## src/rtl/alu_pkg.sv

```systemverilog
// rtl/alu_pkg.sv - shared alu command, sequencer op/state and datapath select types
//
// Purpose: types and constants used by the alu, the op sequencer and its step decoder.
// Ports: none (package).
package alu_pkg;

  typedef enum logic [1:0] {
    ALU_NAND = 2'b00,
    ALU_ROR  = 2'b01,
    ALU_ADD  = 2'b10
  } alu_cmd_e;

  typedef enum logic [1:0] {
    SEQ_NOT = 2'b00,
    SEQ_AND = 2'b01,
    SEQ_SUB = 2'b10,
    SEQ_MUL = 2'b11
  } seq_op_e;

  typedef enum logic [1:0] {
    IDLE = 2'b00,
    EXEC = 2'b01,
    DONE = 2'b10
  } seq_state_e;

  // Operand sources feeding alu inA/inB.
  typedef enum logic [2:0] {
    SRC_ZERO = 3'd0,
    SRC_A    = 3'd1,
    SRC_B    = 3'd2,
    SRC_TMP  = 3'd3,
    SRC_ACC  = 3'd4,
    SRC_ASH  = 3'd5,
    SRC_ONE  = 3'd6
  } src_sel_e;

  // Register that captures the alu result at the end of a step.
  typedef enum logic [1:0] {
    DST_RES = 2'b00,
    DST_TMP = 2'b01,
    DST_ACC = 2'b10,
    DST_ASH = 2'b11
  } dst_sel_e;

  // Step counts per op; MUL is 2 * MUL_ITER and is derived where that parameter lives.
  localparam int NOT_STEPS = 1;
  localparam int AND_STEPS = 2;
  localparam int SUB_STEPS = 3;

endpackage

```

## src/rtl/alu_seq_step.sv

```systemverilog
// rtl/alu_seq_step.sv - per-step microcode decoder for the alu op sequencer
//
// Purpose: maps (op, step, b_sh[0]) to the alu command, operand sources and capture target.
// Ports:
//   op       in  [1:0]  latched macro-op
//   step     in  [3:0]  current step index
//   b_lsb    in         b_sh[0], gates MUL accumulation
//   cmd      out [1:0]  alu command for this step
//   a_sel    out [2:0]  inA source
//   b_sel    out [2:0]  inB source
//   dst      out [1:0]  register that captures rslt
//   wr_en    out        capture enable
//   last     out        this is the final step of the op
module alu_seq_step
  import alu_pkg::*;
#(
  parameter int MUL_ITER = 8
) (
  input  seq_op_e    op,
  input  logic [3:0] step,
  input  logic       b_lsb,
  output alu_cmd_e   cmd,
  output src_sel_e   a_sel,
  output src_sel_e   b_sel,
  output dst_sel_e   dst,
  output logic       wr_en,
  output logic       last
);

  localparam logic [3:0] NOT_LAST = 4'(NOT_STEPS - 1);
  localparam logic [3:0] AND_LAST = 4'(AND_STEPS - 1);
  localparam logic [3:0] SUB_LAST = 4'(SUB_STEPS - 1);
  localparam logic [3:0] MUL_LAST = 4'(2 * MUL_ITER - 1);

  always_comb begin
    cmd   = ALU_NAND;
    a_sel = SRC_ZERO;
    b_sel = SRC_ZERO;
    dst   = DST_RES;
    wr_en = 1'b0;
    last  = 1'b0;
    case (op)
      SEQ_NOT: begin
        a_sel = SRC_A;
        b_sel = SRC_A;
        wr_en = 1'b1;
        last  = (step == NOT_LAST);
      end
      SEQ_AND: begin
        wr_en = 1'b1;
        last  = (step == AND_LAST);
        if (step == 4'd0) begin
          a_sel = SRC_A;
          b_sel = SRC_B;
          dst   = DST_TMP;
        end else begin
          a_sel = SRC_TMP;
          b_sel = SRC_TMP;
        end
      end
      SEQ_SUB: begin
        // a - b computed as a + (~b + 1).
        wr_en = 1'b1;
        last  = (step == SUB_LAST);
        case (step)
          4'd0: begin
            a_sel = SRC_B;
            b_sel = SRC_B;
            dst   = DST_TMP;
          end
          4'd1: begin
            cmd   = ALU_ADD;
            a_sel = SRC_TMP;
            b_sel = SRC_ONE;
            dst   = DST_TMP;
          end
          default: begin
            cmd   = ALU_ADD;
            a_sel = SRC_A;
            b_sel = SRC_TMP;
          end
        endcase
      end
      SEQ_MUL: begin
        // Even steps conditionally accumulate, odd steps double the shifted multiplicand.
        cmd  = ALU_ADD;
        last = (step == MUL_LAST);
        if (!step[0]) begin
          a_sel = SRC_ACC;
          b_sel = SRC_ASH;
          dst   = DST_ACC;
          wr_en = b_lsb;
        end else begin
          a_sel = SRC_ASH;
          b_sel = SRC_ASH;
          dst   = DST_ASH;
          wr_en = 1'b1;
        end
      end
      default: begin
        cmd = ALU_NAND;
      end
    endcase
  end

endmodule

```

## src/rtl/alu_op_sequencer.sv

```systemverilog
// rtl/alu_op_sequencer.sv - multi-cycle NOT/AND/SUB/MUL initiator driving one external alu
//
// Purpose: accepts a macro-op, steps the alu through its primitive sequence, returns result.
// Ports:
//   clk, reset_n            clock, synchronous active-low reset
//   start, op, a, b         request (accepted only in IDLE), op code, operands
//   busy, done              EXEC indicator, one-cycle completion pulse
//   result, zero_o          final value (held) and its zero flag
//   alu_cmd_o/a_o/b_o/sc_o  alu request bus (quiet outside EXEC; sc always 0)
//   alu_rslt_i              alu result, captured at the end of each step
module alu_op_sequencer
  import alu_pkg::*;
#(
  parameter int W        = 8,
  parameter int MUL_ITER = 8
) (
  input  logic         clk,
  input  logic         reset_n,
  input  logic         start,
  input  logic [1:0]   op,
  input  logic [W-1:0] a,
  input  logic [W-1:0] b,
  output logic         busy,
  output logic         done,
  output logic [W-1:0] result,
  output logic         zero_o,
  output logic [1:0]   alu_cmd_o,
  output logic [W-1:0] alu_a_o,
  output logic [W-1:0] alu_b_o,
  output logic         alu_sc_o,
  input  logic [W-1:0] alu_rslt_i
);

  seq_state_e   state_q, state_d;
  seq_op_e      op_q;
  logic [W-1:0] a_q, b_q, tmp_q, acc_q, a_sh_q, b_sh_q;
  logic [3:0]   step_q;

  alu_cmd_e     step_cmd;
  src_sel_e     step_a_sel, step_b_sel;
  dst_sel_e     step_dst;
  logic         step_wr_en, step_last;
  logic [W-1:0] src_a_val, src_b_val;

  alu_seq_step #(.MUL_ITER(MUL_ITER)) u_step (
    .op    (op_q),
    .step  (step_q),
    .b_lsb (b_sh_q[0]),
    .cmd   (step_cmd),
    .a_sel (step_a_sel),
    .b_sel (step_b_sel),
    .dst   (step_dst),
    .wr_en (step_wr_en),
    .last  (step_last)
  );

  function automatic logic [W-1:0] pick(input src_sel_e sel, input logic [W-1:0] av,
                                        input logic [W-1:0] bv, input logic [W-1:0] tv,
                                        input logic [W-1:0] cv, input logic [W-1:0] sv);
    case (sel)
      SRC_A:   return av;
      SRC_B:   return bv;
      SRC_TMP: return tv;
      SRC_ACC: return cv;
      SRC_ASH: return sv;
      SRC_ONE: return W'(1);
      default: return '0;
    endcase
  endfunction

  always_comb begin
    src_a_val = pick(step_a_sel, a_q, b_q, tmp_q, acc_q, a_sh_q);
    src_b_val = pick(step_b_sel, a_q, b_q, tmp_q, acc_q, a_sh_q);
  end

  always_ff @(posedge clk) begin
    if (!reset_n) state_q <= IDLE;
    else          state_q <= state_d;
  end

  always_comb begin
    state_d   = state_q;
    busy      = 1'b0;
    done      = 1'b0;
    alu_cmd_o = ALU_NAND;
    alu_a_o   = '0;
    alu_b_o   = '0;
    alu_sc_o  = 1'b0;
    case (state_q)
      IDLE: if (start) state_d = EXEC;
      EXEC: begin
        busy      = 1'b1;
        alu_cmd_o = step_cmd;
        alu_a_o   = src_a_val;
        alu_b_o   = src_b_val;
        if (step_last) state_d = DONE;
      end
      DONE: begin
        done    = 1'b1;
        state_d = IDLE;
      end
      default: state_d = IDLE;
    endcase
  end

  always_ff @(posedge clk) begin
    if (!reset_n) begin
      op_q   <= SEQ_NOT;
      a_q    <= '0;
      b_q    <= '0;
      tmp_q  <= '0;
      acc_q  <= '0;
      a_sh_q <= '0;
      b_sh_q <= '0;
      step_q <= '0;
      result <= '0;
      zero_o <= 1'b1;
    end else if (state_q == IDLE && start) begin
      op_q   <= seq_op_e'(op);
      a_q    <= a;
      b_q    <= b;
      tmp_q  <= '0;
      acc_q  <= '0;
      a_sh_q <= a;
      b_sh_q <= b;
      step_q <= '0;
    end else if (state_q == EXEC) begin
      if (step_wr_en) begin
        case (step_dst)
          DST_TMP: tmp_q  <= alu_rslt_i;
          DST_ACC: acc_q  <= alu_rslt_i;
          DST_ASH: a_sh_q <= alu_rslt_i;
          default: begin
            result <= alu_rslt_i;
            zero_o <= (alu_rslt_i == '0);
          end
        endcase
      end
      if (op_q == SEQ_MUL && step_q[0]) b_sh_q <= b_sh_q >> 1;
      if (step_last) begin
        step_q <= '0;
        // MUL's final step only doubles a_sh; the product is already complete in acc.
        if (op_q == SEQ_MUL) begin
          result <= acc_q;
          zero_o <= (acc_q == '0);
        end
      end else begin
        step_q <= step_q + 4'd1;
      end
    end
  end

endmodule

```

## config.mk

```make
export PLATFORM = sky130hd
export DESIGN_NAME = alu_op_sequencer
export DESIGN_NICKNAME = d
export VERILOG_FILES = /design/src/rtl/alu_pkg.sv /design/src/rtl/alu_seq_step.sv /design/src/rtl/alu_op_sequencer.sv
export SDC_FILE = /design/constraint.sdc
export NUM_CORES = 1
export LEC_CHECK = 0
export ABC_AREA = 1
export ABC_CLOCK_PERIOD_IN_PS = 2450
export CAP_MARGIN = 20
export CORE_MARGIN = 3
export CORE_UTILIZATION = 45
export DETAILED_ROUTE_END_ITERATION = 16
export PLACE_DENSITY = 0.74
export SETUP_SLACK_MARGIN = 0.5
export SYNTH_ARGS = -nofsm -noshare
export SYNTH_HDL_FRONTEND = slang
export SYNTH_SLANG_ARGS = --single-unit
```

## constraint.sdc

```tcl
create_clock -name clk -period 2.45 [get_ports clk]
set_clock_uncertainty 0.2 [all_clocks]
set_input_delay 0.3675 -clock clk [delete_from_list [all_inputs] [get_ports clk]]
set_output_delay 0.3675 -clock clk [all_outputs]
set_load 0.02 [all_outputs]
```

==> results of run 1 <==
how the worst max path moves through the flow:
stage / depth (start not counted) / end / startpoint
final: 12 / alu_a_o[2] / op_q[0]
after global placement: 10 / alu_b_o[0] / op_q[0]
after floorplan: 12 / alu_a_o[3] / step_q[0]
after CTS: 13 / alu_a_o[2] / step_q[0]
after global routing: 11 / alu_a_o[5] / step_q[3]
after detailed placement: 10 / alu_b_o[0] / op_q[1]
power by group:
| part | total [mW] | switching, mW | internal [mW] | leakage (nW) |
|---|---|---|---|---|
| Combinational | 1.06 | 0.602 | 0.455 | 2.01 |
| Clock | 0.985 | 0.504 | 0.481 | 0.101 |
| Sequential | 1.17 | 0.0552 | 1.12 | 0.534 |
| Total | 3.21 | 1.16 | 2.05 | 2.64 |
final cells by class:
type	instances	area, µm²
clock buffer	9	123.9
clock inverter	7	77.57
fill	639	2251
inverter	60	260.3
multi-input combinational	449	2890
sequential	65	1315
tap	105	131.4
timing repair buffer	127	1333
cell usage in the layout (no fill, tap or decap), drive strengths merged, types with 10 or more instances in the layout:
master,n
nand3,80
o21ai,32
buf,87
clkbuf,11
nor2,62
nand4,14
clkdlybuf4s50,33
ha,10
inv,61
dfxtp,65
a21oi,47
nand2,173
a31oi,15
critical path, stage by stage, from the launching register on:
cell	delay, ns
dfxtp_4	0.40
inv_6	0.05
ha_4	0.19
buf_6	0.13
nand3_4	0.12
nand2_8	0.09
a21oi_4	0.21
buf_12	0.16
nand3_1	0.08
nand2_2	0.08
nor2_2	0.05
nor2_2	0.10
buf_4	0.14
synth_stat cells, types with 2 or more instances:
library cell  count
nand4_1          14
buf_4             3
buf_2             4
ha_1             10
a31oi_1          15
o21ai_0          29
nand2_2           6
o21ai_1           3
dfxtp_1          65
a21oi_4           2
nor2_4            3
nand2_4           3
clkbuf_1         14
o22ai_1           5
inv_1            51
nand2_1         161
nor2_1           53
buf_1             4
nor2_2            4
nor4_1            3
nor2_8            2
buf_6             3
inv_2             8
nand3_4           2
nand3_1          71
nand3_2           6
nand2_8           2
a21oi_1          45
stage by stage:
step | hold slack, ns | power (mW)
after CTS | 0.2755 | 3.072
after global placement | 0.2570 | 1.972
after global routing | 0.3108 | 3.340
final | 0.2735 | 3.215
after floorplan | 0.2411 | 1.667
after detailed placement | 0.2647 | 1.985
registers in the layout (all words and copies together), names as in the netlist:
| register | cells |
|---|---|
| b_q | 8 |
| a_q | 8 |
| state_q | 2 |
| acc_q | 8 |
| tmp_q | 8 |
| op_q | 2 |
| zero_o | 1 |
| a_sh_q | 8 |
| b_sh_q | 8 |
| result | 8 |
| step_q | 4 |
kinds of logic (layout without fill, tap and decap cells):
| kind of cell | after synthesis | in the layout | share of synthesized area |
|---|---|---|---|
| AOI/OAI and AO/OA | 100 | 100 | 0.1393 |
| DFF | 65 | 65 | 0.3292 |
| adders and majority gates | 10 | 10 | 0.03166 |
| other | 1 | 2 | 0.0009488 |
| and+or+nand+nor | 335 | 337 | 0.4055 |
| buffers and inverters | 88 | 203 | 0.09338 |
routing by layer:
layer  share of wire  up-vias  track usage
met2            0.47      259       0.4695
li1                -     2211            -
met4           0.044        0       0.1197
met3           0.082       66      0.05680
met1            0.40     2208       0.3756
met5               0        -            0
timing repair:
action,4_1_cts,5_1_grt
hold endpoints to repair,0,0
setup buffers,13,9
hold buffers,0,0
gates cloned,2,3
pin swaps,27,27
endpoints found under the setup margin,49,66
gates resized for setup,156,83
==> Implementation_results.wiki, run 1 <==
{| class="wikitable"
! Metric !! Value
|-
| Setup repair after global routing missed its margin || yes
|-
| Total gr overflow || 0
|-
| Syn Std Cell Area || 3953 µm²
|-
| Effective utilization at floorplan || 0.4716
|-
| Max-cap violation count || 0
|-
| Category of the most critical setup path || reg -> out
|-
| Cell area after layout || 6131 µm²
|-
| Register bit total from synthesis || 65
|-
| Area of the die || 9944 µm²
|-
| Worst skew pair latency || 0.36 ns
|-
| Maximum operating frequency || 367.9 MHz
|-
| Final weighted congestion in routability-driven placement || 0.9529
|-
| Violated checks || setup timing
|-
| Crit end category || output pin
|-
| Count of final setup violators || 16
|-
| Worst path arrival time || 2.15 ns
|-
| Iteration count of the initial detailed-routing pass || 5
|-
| Number of buffers added by the clock tree synthesis step || 9
|-
| Hold path startpoint || b_sh_q[7]
|-
| CTS tree || built
|-
| Post-Synthesis Cells || 599
|-
| Routed Wire Length || 15370 µm
|-
| Wire length per cell || 18.70 µm
|-
| Share of post-route cells with drive strength above 1 || 0.3584
|-
| Worst Reg2Reg Path Length in Cells || 13
|-
| Max Transition Viols Final || 0
|-
| GRT Resource Usage Total || 0.2896
|-
| Dominant cell type by area after synthesis || dfxtp_1
|-
| Maximum fanout count along the critical path || 6
|-
| Antenna violations before repair || 0
|-
| Core ar. || 8382 µm²
|-
| Total vias in the final route || 4744
|-
| Area delta synth->final || 55.11%
|-
| Count of routing violations after the opening detailed-route iteration || 441
|-
| End-of-flow core utilization || 0.7315
|-
| Synthesized area divided by synthesized cell count || 6.599 µm²
|-
| Placed Instances || 779
|-
| Post-synth top area share || 0.3292
|-
| Top-Level Pins || 59
|-
| Worst ir drop on vdd || 382.3 µV
|-
| Startpoint of the worst register-to-register path || op_q[0]
|-
| Hold Crit Class || reg -> reg
|-
| Number of enable-type register cells in the synthesized netlist || 0
|-
| Largest net degree at the start of global routing || 35
|-
| Clock root cell || clkbuf_8
|-
| Final min period || 2.718 ns
|-
| Leakage dissipation || 2.642 nW
|-
| Count of port buffers added during placement || 56
|-
| Synth top area cells || dfxtp_1 33%, nand2_1 15%, nand3_1 9.0%
|-
| Die width || 99.72 µm
|-
| Placement Cell Area || 5102 µm²
|-
| Required time of the worst setup path || 1.88 ns
|-
| Fraction of the cycle the final worst path needs || 1.110
|-
| Number of cell rows || 33
|-
| Power Dens Cells || 524.3 nW/µm²
|-
| Final worst setup slack || -0.2684 ns
|-
| Startpoint kind of the worst setup timing path || register
|-
| Remaining routing DRC violations || 0
|-
| Register-to-register path setup slack || 0.31 ns
|-
| Via count of the first global-routing pass || 4498
|-
| Reg-to-reg endpoint || result[2]
|-
| Net count of the finished layout || 751
|-
| End point of the worst hold path || b_sh_q[7]
|-
| Prevailing post-synth register cell || dfxtp_1
|-
| CTS H-Tree Depth || 3
|-
| Number of distinct library cells after synthesis || 36
|-
| Outcome || complete, but fails checks
|-
| Vertical die dimension || 99.72 µm
|-
| Diode count || 0
|-
| Placement Setup Slack || -0.3155 ns
|-
| CTS sink count || 65
|-
| Setup tns final || -3.601 ns
|-
| Hold Vio Cnt, Final || 0
|-
| Global-route wire length before repair || 22610 µm
|-
| Yosys warning total || 0
|-
| Proportion of synthesized flip-flops having asynchronous set or reset || 0
|-
| Count of cells along the worst hold path || 2
|-
| Maximum clock path buffer count || 2
|-
| Register area share after synthesis || 0.3292
|-
| Antenna-violating nets left || 0
|-
| Sum of net half-perimeters after detailed placement || 9518 µm
|-
| Clock slew at the register clock pins of the worst setup and hold paths || 0.08 ns
|-
| Detailed-route vias per instance || 5.771
|-
| Non-filler instance count after layout || 822
|}
Power figures use the tool's default switching activity.
==> run 2, diff against run 1 <==
Settings changed: CORE_MARGIN 3 to 5.
==> Implementation_results.wiki, run 2 (synthesis results as in run 1) <==
{| class="wikitable"
! Metric !! Value
|-
| Total vias in the final route || 4642 (-2.2%)
|-
| Sum of net half-perimeters after detailed placement || 9552 µm (+0.35%)
|-
| Violated checks || setup timing
|-
| Met3 usage in global routing || 0.05784 (+0.001034)
|-
| End point of the worst hold path || b_sh_q[5]
|-
| Startpoint kind of the worst setup timing path || register
|-
| Max Transition Viols Final || 0 (unchanged)
|-
| Number of cell rows || 34 (+3.0%)
|-
| Maximum clock path buffer count || 2 (unchanged)
|-
| Cell at the slowest stage of the critical path || dfxtp_4
|-
| Final worst setup slack || -0.2297 ns (+0.03863 ns)
|-
| Final min period || 2.680 ns (-0.03863 ns)
|-
| Area delta synth->final || 51.66%
|-
| Family with the most delay on the worst path || simple AND/OR/NAND/NOR gates
|-
| Met2 Track Usage GR || 0.4016 (-0.06783)
|-
| End-of-flow core utilization || 0.6941 (-0.03731)
|-
| Count of port buffers added during placement || 56 (unchanged)
|-
| Most common cell after layout, fill and taps aside || nand2_1
|-
| Final weighted congestion in routability-driven placement || 0.9527 (about the same)
|-
| Count of cells along the worst hold path || 2 (unchanged)
|-
| Worst ir drop on vdd || 337.2 µV (-12%)
|-
| Total gr overflow || 0 (unchanged)
|-
| Reg-to-reg endpoint || result[0]
|-
| Outcome || complete, but fails checks
|-
| Met1 usage in global routing || 0.3157 (-0.05986)
|-
| Non-filler instance count after layout || 821 (-0.12%)
|-
| Startpoint of the worst register-to-register path || step_q[0]
|-
| Crit end category || output pin
|-
| Iteration count of the initial detailed-routing pass || 7 (+2)
|-
| Wire length per cell || 17.56 µm (-6.1%)
|-
| Filler cells || 695 (+8.8%)
|-
| Hold path startpoint || b_sh_q[6]
|-
| Routed Wire Length || 14420 µm (-6.2%)
|-
| Worst Reg2Reg Path Length in Cells || 15 (+2)
|-
| Relative slew slack || 0.6714
|-
| Worst path arrival time || 2.11 ns (-0.04 ns)
|-
| Worst skew pair latency || 0.37 ns (about the same)
|-
| Vertical die dimension || 103.7 µm (+4.0%)
|-
| Core ar. || 8636 µm² (+3.0%)
|-
| Antenna-violating nets left || 0 (unchanged)
|-
| WP depth || 12 (unchanged)
|-
| Pin slew with the least headroom to its limit || 0.4883 ns
|-
| Register-to-register path setup slack || 0.28 ns (-0.03 ns)
|-
| Area taken by flip-flops and latches || 1315 µm² (unchanged)
|-
| Hold Crit Class || reg -> reg
|-
| Buf+Inv Stages, Crit Path || 3 (-1)
|-
| Setup tns final || -3.032 ns (+0.5697 ns)
|-
| Placed Instances || 781 (+0.26%)
|-
| Most Used Layer, Global Route || met2
|-
| Net count of the finished layout || 747 (-0.53%)
|-
| Leakage dissipation || 2.700 nW (+2.2%)
|-
| CTS H-Tree Depth || 3 (unchanged)
|-
| CTS sink count || 65 (unchanged)
|-
| Largest net degree at the start of global routing || 35 (unchanged)
|-
| Hold Vio Cnt, Final || 0 (unchanged)
|-
| Series of cell instances along the critical path || inv_4 > ha_4 > nand2_4 > nand2_4 > nand2_8 > a21oi_4 > buf_12 > nand3_2 > nand3_1 > nor2_2 > nor2_2 > buf_4
|-
| Placement Setup Slack || -0.3024 ns (+0.01304 ns)
|-
| CTS tree || built
|-
| Global-route wire length before repair || 21930 µm (-3.0%)
|-
| Power Dens Cells || 501.7 nW/µm² (-4.3%)
|-
| Diode count || 0 (unchanged)
|-
| Die width || 103.7 µm (+4.0%)
|-
| Share of post-route cells with drive strength above 1 || 0.3492 (-0.009209)
|-
| Most frequent cells in the layout || 138 x nand2_1, 60 x dfxtp_1, 55 x nand3_1
|-
| Max stage delay on crit path || 0.38 ns (-0.02 ns)
|-
| Area of the multi-input gates || 2892 µm² (about the same)
|-
| Area of the die || 10760 µm² (+8.2%)
|-
| GRT Resource Usage Total || 0.2494 (-0.04023)
|-
| Via count of the first global-routing pass || 4353 (-3.2%)
|-
| Clock slew at the register clock pins of the worst setup and hold paths || 0.08 ns (about the same)
|-
| Effective utilization at floorplan || 0.4577 (-0.01387)
|-
| Fraction of the cycle the final worst path needs || 1.094 (-0.01577)
|-
| Setup repair after global routing missed its margin || yes
|-
| Category of the most critical setup path || reg -> out
|-
| Required time of the worst setup path || 1.88 ns (about the same)
|-
| Maximum operating frequency || 373.2 MHz (+1.4%)
|-
| Clock root cell || clkbuf_8
|-
| Remaining routing DRC violations || 0 (unchanged)
|-
| Maximum fanout count along the critical path || 10 (+4)
|-
| Count of routing violations after the opening detailed-route iteration || 279 (-37%)
|-
| Antenna violations before repair || 0 (unchanged)
|-
| Top-Level Pins || 59 (unchanged)
|-
| Max-cap violation count || 0 (unchanged)
|-
| Detailed-route vias per instance || 5.654 (-2.0%)
|-
| Number of buffers added by the clock tree synthesis step || 9 (unchanged)
|-
| Count of final setup violators || 16 (unchanged)
|}
## run 2: cell types whose count changed in the layout (fill, tap and decap cells not counted), sizes merged
cell	previous run	this run
buf	87	84
bufinv	1	0
clkbuf	11	10
clkdlybuf4s50	33	28
clkinv	4	5
clkinvlp	1	0
dlymetal6s2s	4	9
nand2	173	174
## run 2: area by class of cell
cell class / instances / area share
Multi-Input combinational cell: 450 / 0.4824
Inverter: 60 / 0.04300
Tap cell: 108 / 0.02254
Sequential cell: 65 / 0.2194
Clock inverter: 6 / 0.007097
Timing Repair Buffer: 122 / 0.2043
Clock buffer: 10 / 0.02129
## run 2: tightest hold or removal path, stage by stage, from the launching register on
cell	delay, ns
dfxtp_1	0.31
nand2_1	0.06
a31oi_1	0.07
## run 2: power by group
| group | switching, mW | internal [mW] |
|---|---|---|
| Combinational | 0.576 | 0.420 |
| Sequential | 0.0551 | 1.12 |
| Clock | 0.468 | 0.371 |
| Total | 1.10 | 1.91 |
## run 2: how the worst max path moves through the flow
stage,to,start,slack (ns)
after floorplan,alu_a_o[3],step_q[0],0.36
after global placement,alu_a_o[3],op_q[0],-0.27
after detailed placement,alu_a_o[3],op_q[0],-0.30
after CTS,alu_a_o[3],step_q[0],-0.20
after global routing,alu_a_o[0],step_q[1],-0.32
final,alu_a_o[0],step_q[0],-0.23
## run 2: through the flow
step	hold slack [ns]	instance area [µm²]	total power, mW
2_1_floorplan	0.2411	4149	1.667
3_3_place_gp	0.2578	5086	1.970
3_5_place_dp	0.2677	5086	1.981
4_1_cts	0.2815	5720	2.932
5_1_grt	0.3036	5995	3.140
6_report	0.2757	5995	3.007
## run 2: per-layer routing
metal	share of wire	vias to the layer above
li1	-	2193
met1	0.40	2154
met2	0.49	241
met3	0.085	54
met4	0.031	0
met5	0	-
## run 2: what timing repair did
item	CTS	global route
pin swaps	50	24
cloned	3	2
setup endpoints to repair	49	66
buffers inserted	13	6
gates resized for setup	181	63
hold buffers	0	0
